===== src/rtl/charge_pkg.sv =====
// charge_pkg: shared state codes, coin mode constants and coin-value decode for the charging station.
package charge_pkg;
    typedef enum logic [2:0] {
        S_IDLE     = 3'd0,
        S_CREDIT   = 3'd1,
        S_CHARGING = 3'd2,
        S_PAUSED   = 3'd3,
        S_DONE     = 3'd4
    } state_e;

    localparam logic [3:0] MODE_1P = 4'b0001;
    localparam logic [3:0] MODE_5P = 4'b0101;

    function automatic logic [7:0] coin_value(input logic [3:0] mode);
        return mode == MODE_1P ? 8'd1 : mode == MODE_5P ? 8'd5 : 8'd0;
    endfunction
endpackage


===== src/rtl/charge_session_ctrl_sec_tick_gen.sv =====
// sec_tick_gen: counts CLK_HZ cycles and fires a one-cycle tick; clear resets the count, hold freezes it.
module sec_tick_gen #(
    parameter int CLK_HZ = 50_000_000
) (
    input  logic clk,
    input  logic nReset,
    input  logic clear_i,
    input  logic hold_i,
    output logic tick_o
);
    localparam int CW = CLK_HZ > 1 ? $clog2(CLK_HZ) : 1;

    logic [CW-1:0] cnt_q, cnt_d;

    always_comb begin
        tick_o = !clear_i && !hold_i && cnt_q == CW'(CLK_HZ - 1);
        cnt_d  = (clear_i || tick_o) ? '0 : hold_i ? cnt_q : cnt_q + CW'(1);
    end

    always_ff @(posedge clk) begin
        if (!nReset) cnt_q <= '0;
        else         cnt_q <= cnt_d;
    end
endmodule


===== src/rtl/charge_session_ctrl.sv =====
// charge_session_ctrl: coin credit to charging time, relay drive and per-second countdown.
// Build option UNPLUG_PAUSE_EN: unplugging pauses the session instead of ending it.
module charge_session_ctrl
    import charge_pkg::*;
#(
    parameter int CLK_HZ       = 50_000_000,
    parameter int SEC_PER_PESO = 60,
    parameter int MAX_CREDIT   = 99,
    parameter int TIME_W       = 16
) (
    input  logic              clk,
    input  logic              nReset,
    input  logic              coin_valid_i,
    input  logic [3:0]        coin_mode_i,
    input  logic              plug_in_i,
    input  logic              start_i,
    input  logic              cancel_i,
    output logic              coin_accept_o,
    output logic              relay_on_o,
    output logic [2:0]        state_o,
    output logic [6:0]        credit_o,
    output logic [TIME_W-1:0] time_left_o,
    output logic              done_o,
    output logic              coin_reject_o
);
`ifdef UNPLUG_PAUSE_EN
    localparam logic PAUSE_EN = 1'b1;
`else
    localparam logic PAUSE_EN = 1'b0;
`endif

    state_e            state_q, state_d;
    logic [6:0]        credit_q, credit_d, credit_tot;
    logic [TIME_W-1:0] time_q, time_d;
    logic [7:0]        coin_val, coin_sum;
    logic              coin_ok, tick, finish;

    sec_tick_gen #(.CLK_HZ(CLK_HZ)) u_tick (
        .clk     (clk),
        .nReset  (nReset),
        .clear_i (state_q != S_CHARGING && state_q != S_PAUSED),
        .hold_i  (state_q == S_PAUSED),
        .tick_o  (tick)
    );

    always_comb begin
        coin_val   = coin_value(coin_mode_i);
        coin_sum   = {1'b0, credit_q} + coin_val;
        coin_ok    = coin_valid_i && coin_val != 8'd0 && coin_sum <= 8'(MAX_CREDIT)
                     && (state_q == S_IDLE || state_q == S_CREDIT);
        credit_tot = coin_ok ? coin_sum[6:0] : credit_q;
        finish     = cancel_i || (tick && time_q == TIME_W'(1));
        state_d    = state_q;
        credit_d   = credit_q;
        time_d     = time_q;
        case (state_q)
            S_IDLE: begin
                credit_d = credit_tot;
                if (coin_ok) state_d = S_CREDIT;
            end
            S_CREDIT: begin
                credit_d = credit_tot;
                if (start_i && plug_in_i && credit_tot != 7'd0) begin
                    state_d  = S_CHARGING;
                    credit_d = '0;
                    time_d   = TIME_W'(credit_tot) * TIME_W'(SEC_PER_PESO);
                end
            end
            S_CHARGING: begin
                if (tick) time_d = time_q - TIME_W'(1);
                // Without pause support an unplug ends the session exactly like cancel
                if (finish || (!PAUSE_EN && !plug_in_i)) begin
                    state_d = S_DONE;
                    time_d  = '0;
                end else if (!plug_in_i) begin
                    state_d = S_PAUSED;
                end
            end
            S_PAUSED: begin
                if (cancel_i) begin
                    state_d = S_DONE;
                    time_d  = '0;
                end else if (plug_in_i) begin
                    state_d = S_CHARGING;
                end
            end
            default: state_d = S_IDLE;
        endcase
    end

    always_ff @(posedge clk) begin
        if (!nReset) begin
            state_q       <= S_IDLE;
            credit_q      <= '0;
            time_q        <= '0;
            relay_on_o    <= 1'b0;
            coin_accept_o <= 1'b1;
            done_o        <= 1'b0;
            coin_reject_o <= 1'b0;
        end else begin
            state_q       <= state_d;
            credit_q      <= credit_d;
            time_q        <= time_d;
            relay_on_o    <= state_d == S_CHARGING;
            coin_accept_o <= state_d == S_IDLE || state_d == S_CREDIT;
            done_o        <= state_d == S_DONE;
            coin_reject_o <= coin_valid_i && !coin_ok;
        end
    end

    assign state_o     = state_q;
    assign credit_o    = credit_q;
    assign time_left_o = time_q;
endmodule


===== config.mk =====
export PLATFORM = sky130hd
export DESIGN_NAME = charge_session_ctrl
export DESIGN_NICKNAME = d
export VERILOG_FILES = /design/src/rtl/charge_pkg.sv /design/src/rtl/charge_session_ctrl_sec_tick_gen.sv /design/src/rtl/charge_session_ctrl.sv
export SDC_FILE = /design/constraint.sdc
export NUM_CORES = 1
export LEC_CHECK = 0
export CAP_MARGIN = 20
export CELL_PAD_IN_SITES_DETAIL_PLACEMENT = 0
export CELL_PAD_IN_SITES_GLOBAL_PLACEMENT = 1
export CORE_ASPECT_RATIO = 0.8
export CORE_MARGIN = 10
export CORE_UTILIZATION = 35
export DETAILED_ROUTE_END_ITERATION = 10
export GPL_ROUTABILITY_DRIVEN = 0
export PLACE_DENSITY_LB_ADDON = 0.1
export RECOVER_POWER = 50
export SLEW_MARGIN = 25
export SYNTH_ARGS = -nofsm -noshare
export SYNTH_HDL_FRONTEND = slang
export SYNTH_SLANG_ARGS = --single-unit

===== constraint.sdc =====
create_clock -name clk -period 7.76 [get_ports clk]
set_input_delay 1.94 -clock clk [delete_from_list [all_inputs] [get_ports clk]]
set_output_delay 1.94 -clock clk [all_outputs]
set_load 0.01 [all_outputs]

# Word level (Yosys, flattened, before mapping)
# Index checks and enable logic that the tools add are counted.
[totals] regBits=56 latchBits=0 mem_bits_rw=0 romBits=0 in_bits=10 output_inout_bits=30 memories=0
[op_classes] n_addsub=3 multipliers=1 n_div=0 order_cmp=1 n_eq_ne=15 shift=0 mux=17 bitwise_logic=1 reduce_logical=27
[op_table] op="2-to-1 mux 16 bit" count=4
[op_table] op="case mux 16 bit (3 select lines)" count=1
[op_table] op="adder 26 x 1 -> 26 bit (second input constant)" count=1
[op_table] op="equality test 26 bit (second input constant)" count=1
[op_table] op="2-to-1 mux 3 bit" count=8
[op_table] op="equality test 16 x 1 -> 1 bit (second input constant)" count=1
[op_table] op="subtractor 16 x 1 -> 16 bit (second input constant)" count=1
[op_table] op="2-to-1 mux 7 bit" count=2
[op_table] op="case mux 7 bit (2 select lines)" count=1
[op_table] op="case mux 3 bit (4 select lines)" count=1
[op_table] op="multiplier 7 x 4 -> 11 bit (second input constant)" count=1
[op_table] op="logical AND 1 bit" count=10
[op_table] op="equality test 3 x 2 -> 1 bit (second input constant)" count=3
[op_table] op="adder 7 x 3 -> 8 bit" count=1
[op_table] op="<= comparator 8 x 7 -> 1 bit (second input constant)" count=1
[op_table] op="nonzero test 8 bit" count=1
[op_table] op="nonzero test 7 bit" count=1
[op_table] op="equality test 3 x 1 -> 1 bit (second input constant)" count=2
[op_table] op="logical NOT 3 bit" count=2
[op_table] op="!= test 3 x 2 -> 1 bit (second input constant)" count=2
[op_table] op="logical OR 1 bit" count=5
[op_table] op="equality test 4 x 1 -> 1 bit (second input constant)" count=1
[op_table] op="equality test 4 x 3 -> 1 bit (second input constant)" count=1
[op_table] op="logical NOT 1 bit" count=4
[op_table] op="other kinds (9)" count=9

# Longest topological paths before layout
[logic_depth] depth_word=14 depth_mapped=25 ltp_nobuf=23

# Modules after synthesis
# Synthesis repeated with hierarchy kept, for this count alone.
[unflattened] hier_cells=506 hier_area_um2=4184.0
[by_module_without_submodules] mod="charge_session_ctrl" n_inst=1 cells_per_inst=355 area_each_um2=2796.4
[by_module_without_submodules] mod="sec_tick_gen" n_inst=1 cells_per_inst=151 area_each_um2=1387.6

# Worst setup path after synthesis
# OpenSTA, ideal clock, no wires.
[synth_timing] kind="input-to-reg" from="in coin_mode_i[1]" to="reg time_q[10], in the netlist time_left_o[10]" arrival_time_ps=6668 required_time_ps=7685 setup_slack_ps=1017 cell_stages=25 cell_sequence="nor3b_2 -> and2_1 -> ha_1 -> buf_2 -> a21oi_1 -> or2_1 -> xnor2_1 -> o21ai_0 -> nand2b_1 -> clkbuf_1 -> mux2i_1 -> inv_1 -> fa_1 -> inv_1 -> fa_1 -> inv_1 -> ha_1 -> nor2b_1 -> o21ai_0 -> a21oi_1 -> o21ai_0 -> nor2b_1 -> xnor2_1 -> a21oi_1 -> o22ai_1"
[synth_via] elab_chain_len=12
[synth_lines] item="from (decl)" line="charge_session_ctrl.sv:14" text="input logic [3:0] coin_mode_i,"
[synth_lines] item="equality test 4 x 3 -> 1 bit" line="charge_pkg.sv:15" text="return mode == MODE_1P ? 8'd1 : mode == MODE_5P ? 8'd5 : 8'd0;"
[synth_lines] item="2-to-1 mux 3 bit" line="charge_pkg.sv:15"
[synth_lines] item="2-to-1 mux 3 bit (*)" line="charge_pkg.sv:15"
[synth_lines] item="adder 7 x 3 -> 8 bit or nonzero test 8 bit (tied branches)" line="charge_session_ctrl.sv:48, charge_session_ctrl.sv:49"
[synth_lines] item="<= comparator 8 x 7 -> 1 bit or logical AND 1 bit (tied branches)" line="charge_session_ctrl.sv:49" text="coin_ok = coin_valid_i && coin_val != 8'd0 && coin_sum <= 8'(MAX_CREDIT)"
[synth_lines] item="logical AND 1 bit" line="charge_session_ctrl.sv:49"
[synth_lines] item="logical AND 1 bit" line="charge_session_ctrl.sv:50" text="&& (state_q == S_IDLE || state_q == S_CREDIT);"
[synth_lines] item="2-to-1 mux 7 bit (*)" line="charge_session_ctrl.sv:51" text="credit_tot = coin_ok ? coin_sum[6:0] : credit_q;"
[synth_lines] item="branches (longest 4 deep; another with multiplier 7 x 4 -> 11 bit)"
[synth_lines] item="to (signal assigned)" line="charge_session_ctrl.sv:103" text="time_q <= time_d;"
[synth_lines] item="to (decl)" line="charge_session_ctrl.sv:34" text="logic [TIME_W-1:0] time_q, time_d;"
# Every way passes the cells marked *. The select of a mux whose other input is x is not followed.
# A chain may end at the register's enable or synchronous reset.

# Worst setup path after layout
# Same ends and word-level chain as after synthesis.

==> impl_metrics.env <==
export IMPL_fin_area_um2=4610
export IMPL_syn_inst=487
export IMPL_overflow=0
export IMPL_rows=34
export IMPL_grt_max_degree=27
export IMPL_vias_per_cell=5.37
export IMPL_cts_root_buf="clkbuf_16"
export IMPL_drive_gt1_share_pct=7.93
export IMPL_cp_arrival_ps=7510
export IMPL_n_antenna_cell=0
export IMPL_synth_ff_type="dfxtp_1"
export IMPL_grt_pass1_vias=3384
export IMPL_crit_family="adder cells"
export IMPL_antenna_found_initial=0
export IMPL_htreeDepth=2
export IMPL_synthSimpleGateAreaFrac_pct=25.6
export IMPL_setup_violations=0
export IMPL_wl_per_cell_um=16.3
export IMPL_finalPower_w=0.000549
export IMPL_cp_buffers_inverters=4
export IMPL_ys_seq_area_share_pct=28.1
export IMPL_synthAdderAreaFrac_pct=10.7
export IMPL_post_cts_buffers=0
export IMPL_post_route_drc_count=0
export IMPL_cpPeakStageDelay_ps=550
export IMPL_postSynth_asyncResetShare_pct=0
export IMPL_period_share_pct=93.9
export IMPL_clkTransAtPathRegs_ps=80
export IMPL_start_kind="input port"
export IMPL_rsz0062_at_grt="no"
export IMPL_cts_buffer_depth=2
export IMPL_hpwlAfterDp_um=8190
export IMPL_leakage_nw=1.73
export IMPL_cp_cell_sequence="clkdlybuf4s50_1 -> nor3b_2 -> and2_1 -> ha_1 -> a31oi_2 -> nand2_1 -> a21oi_1 -> o21ai_0 -> nand2b_1 -> mux2i_1 -> inv_1 -> fa_1 -> inv_1 -> fa_1 -> inv_1 -> ha_1 -> nor2b_1 -> o21ai_0 -> a21oi_1 -> o21ai_0 -> nor2b_1 -> xnor2_1 -> a21oi_1 -> o22ai_1"
export IMPL_min_path_type="reg -> reg"
export IMPL_areaGrowthSynthToFinish_pct=15.7
export IMPL_die_height_um=115
export IMPL_dp_cells=653
export IMPL_placed_cell_area_um2=4470
export IMPL_synth_seq_cells=56
export IMPL_synth_top_family_by_area="simple AND/OR/NAND/NOR gates"
export IMPL_cp_required_ps=7980
export IMPL_muxShareOfSynthArea_pct=1.00
export IMPL_die_area_um2=16100
export IMPL_multi_input_area_um2=2620
export IMPL_yosys_warnings=0
export IMPL_synth_edff_count=0
export IMPL_initial_core_util_pct=36.2
export IMPL_hold_violations=0
export IMPL_skew_ps=15.9
export IMPL_clkLatencyLatePin_ps=300
export IMPL_status="completed"
export IMPL_pin_count=40
export IMPL_ant_nets=0
export IMPL_worstSetupPathType="in -> reg"
export IMPL_wl_um=10800
export IMPL_cts_hold_buf=0
export IMPL_vias=3552
export IMPL_core_um2=11000
export IMPL_layout_nets=556
export IMPL_cpMaxStageDelayCell="fa_1"
export IMPL_post_cts_resized=0
export IMPL_vdd_drop_max_uv=85.2
export IMPL_grtUsageTotal_pct=13.3
export IMPL_cts_tree="done"
export IMPL_end_kind="register"
export IMPL_finalCriticalPeriod_ps=7290
export IMPL_slew_violations=0
export IMPL_drt_iter0_drc=258
export IMPL_cts_sinks=56
export IMPL_syn_num_nets=527
export IMPL_grt_pass1_wl_um=18100
export IMPL_first_pass_iters=4
export IMPL_synth_compound_area_share_pct=20.5
export IMPL_synthDistinctLibCells=69
export IMPL_tns_ps=0
export IMPL_cts_buffers=5
export IMPL_n_fill_cell=1150
export IMPL_ff_latch_area_um2=1120
export IMPL_synthXorXnorAreaFrac_pct=7.91
export IMPL_syn_area_um2=3990
export IMPL_die_x_um=139
export IMPL_fin_cells=661
export IMPL_worst_pin_slew_ps=1080
export IMPL_p_per_area_nw_per_um2=119
export IMPL_io_buffers=39
export IMPL_worstPathMaxFanout=8
export IMPL_max_slew_margin_pct=28.0
export IMPL_fmax_ghz=0.137
export IMPL_synth_area_per_cell_um2=8.19
export IMPL_maxCapViolCount=0
==> logic make-up after synthesis <==
group	Yosys count
multiplexers	4
AND/OR/NAND/NOR	194
adder cells (fa/ha/maj)	30
AO/OA/AOI/OAI	113
flip-flops	56
buffers and inverters	54
XOR/XNOR	36
==> per-layer routing <==
layer | vias up | wire (um) | GRT usage [%]
li1 | 1804 | - | -
met1 | 1658 | 5790 | 19.8
met2 | 84 | 4300 | 18.8
met3 | 6 | 603 | 3.15
met4 | 0 | 79 | 2.29
met5 | - | 0 | 0
==> worst paths after layout <==
path                                    start                           end  slack, ps  cells past startpoint
setup / recovery               coin_mode_i[1]  time_left_o[10]$_SDFFE_PN0P_        470                     24
hold / removal    time_left_o[6]$_SDFFE_PN0P_   time_left_o[6]$_SDFFE_PN0P_        480                      2
setup reg to reg     credit_o[0]$_SDFFE_PN0P_  time_left_o[10]$_SDFFE_PN0P_       2530                     22
hold reg to reg   time_left_o[6]$_SDFFE_PN0P_   time_left_o[6]$_SDFFE_PN0P_        480                      2
==> sequential cells by signal (all words and copies together) (netlist names) <==
| name | cells |
|---|---|
| u_tick.cnt_q | 26 |
| time_left_o | 16 |
| credit_o | 7 |
| state_o | 3 |
| coin_accept_o | 1 |
| coin_reject_o | 1 |
| done_o | 1 |
| relay_on_o | 1 |
==> Yosys cell counts (all sizes together), types with 5 or more instances <==
master / count / area (um^2)
a21oi: 39 / 229
buf: 10 / 81.3
nor3: 19 / 95.1
nand2: 35 / 131
fa: 7 / 140
xnor2: 17 / 149
xor2: 19 / 166
nand4: 9 / 56.3
nor4b: 5 / 43.8
o22ai: 8 / 50.1
ha: 23 / 288
nand2b: 7 / 43.8
nor4: 7 / 43.8
nor2: 53 / 199
or3: 13 / 96.3
nand3: 19 / 95.1
o21ai: 26 / 134
clkbuf: 11 / 41.3
inv: 33 / 124
dfxtp: 56 / 1120
==> placed cells by master, fill, tap and decap left out, drive strengths merged, types with 19 or more instances in the layout <==
| cell | n |
|---|---|
| a21oi | 39 |
| dfxtp | 56 |
| dlygate4sd3 | 22 |
| ha | 23 |
| inv | 35 |
| nand2 | 35 |
| nand3 | 19 |
| nor2 | 53 |
| nor3 | 19 |
| o21ai | 26 |
| xor2 | 19 |
==> cell type report <==
class / instances / area share, %
Clock buffer: 5 / 2.71
Inverter: 33 / 2.69
Timing Repair Buffer: 43 / 9.03
Multi-Input combinational cell: 377 / 56.8
Sequential cell: 56 / 24.3
Clock inverter: 3 / 0.543
Tap cell: 144 / 3.91
==> power breakdown <==
part	switching (W)	internal (W)	total, W
Combinational	0.0000132	0.00000939	0.0000226
Sequential	0.000000713	0.000288	0.000288
Clock	0.000115	0.000123	0.000238
Total	0.000129	0.000420	0.000549
==> worst register-to-register path, delay by kind of cell, from the launching register on <==
kind / cells / cell delay [ps]
buf+inv: 3 / 250
mux: 1 / 300
xor+xnor: 1 / 140
simple gates: 5 / 1150
fa+ha+maj: 5 / 1910
compound gates: 7 / 1080
flops: 1 / 340
==> through the flow <==
step | setup slack, ps | hold slack [ps] | util [%]
CTS | 472 | 479 | 41.9
finish | 472 | 476 | 41.9
global placement | 357 | 461 | 40.5
detailed placement | 197 | 465 | 40.6
floorplan | 1020 | 471 | -
global route | 19.2 | 516 | 41.9
(Power assumes the default switching activity.)
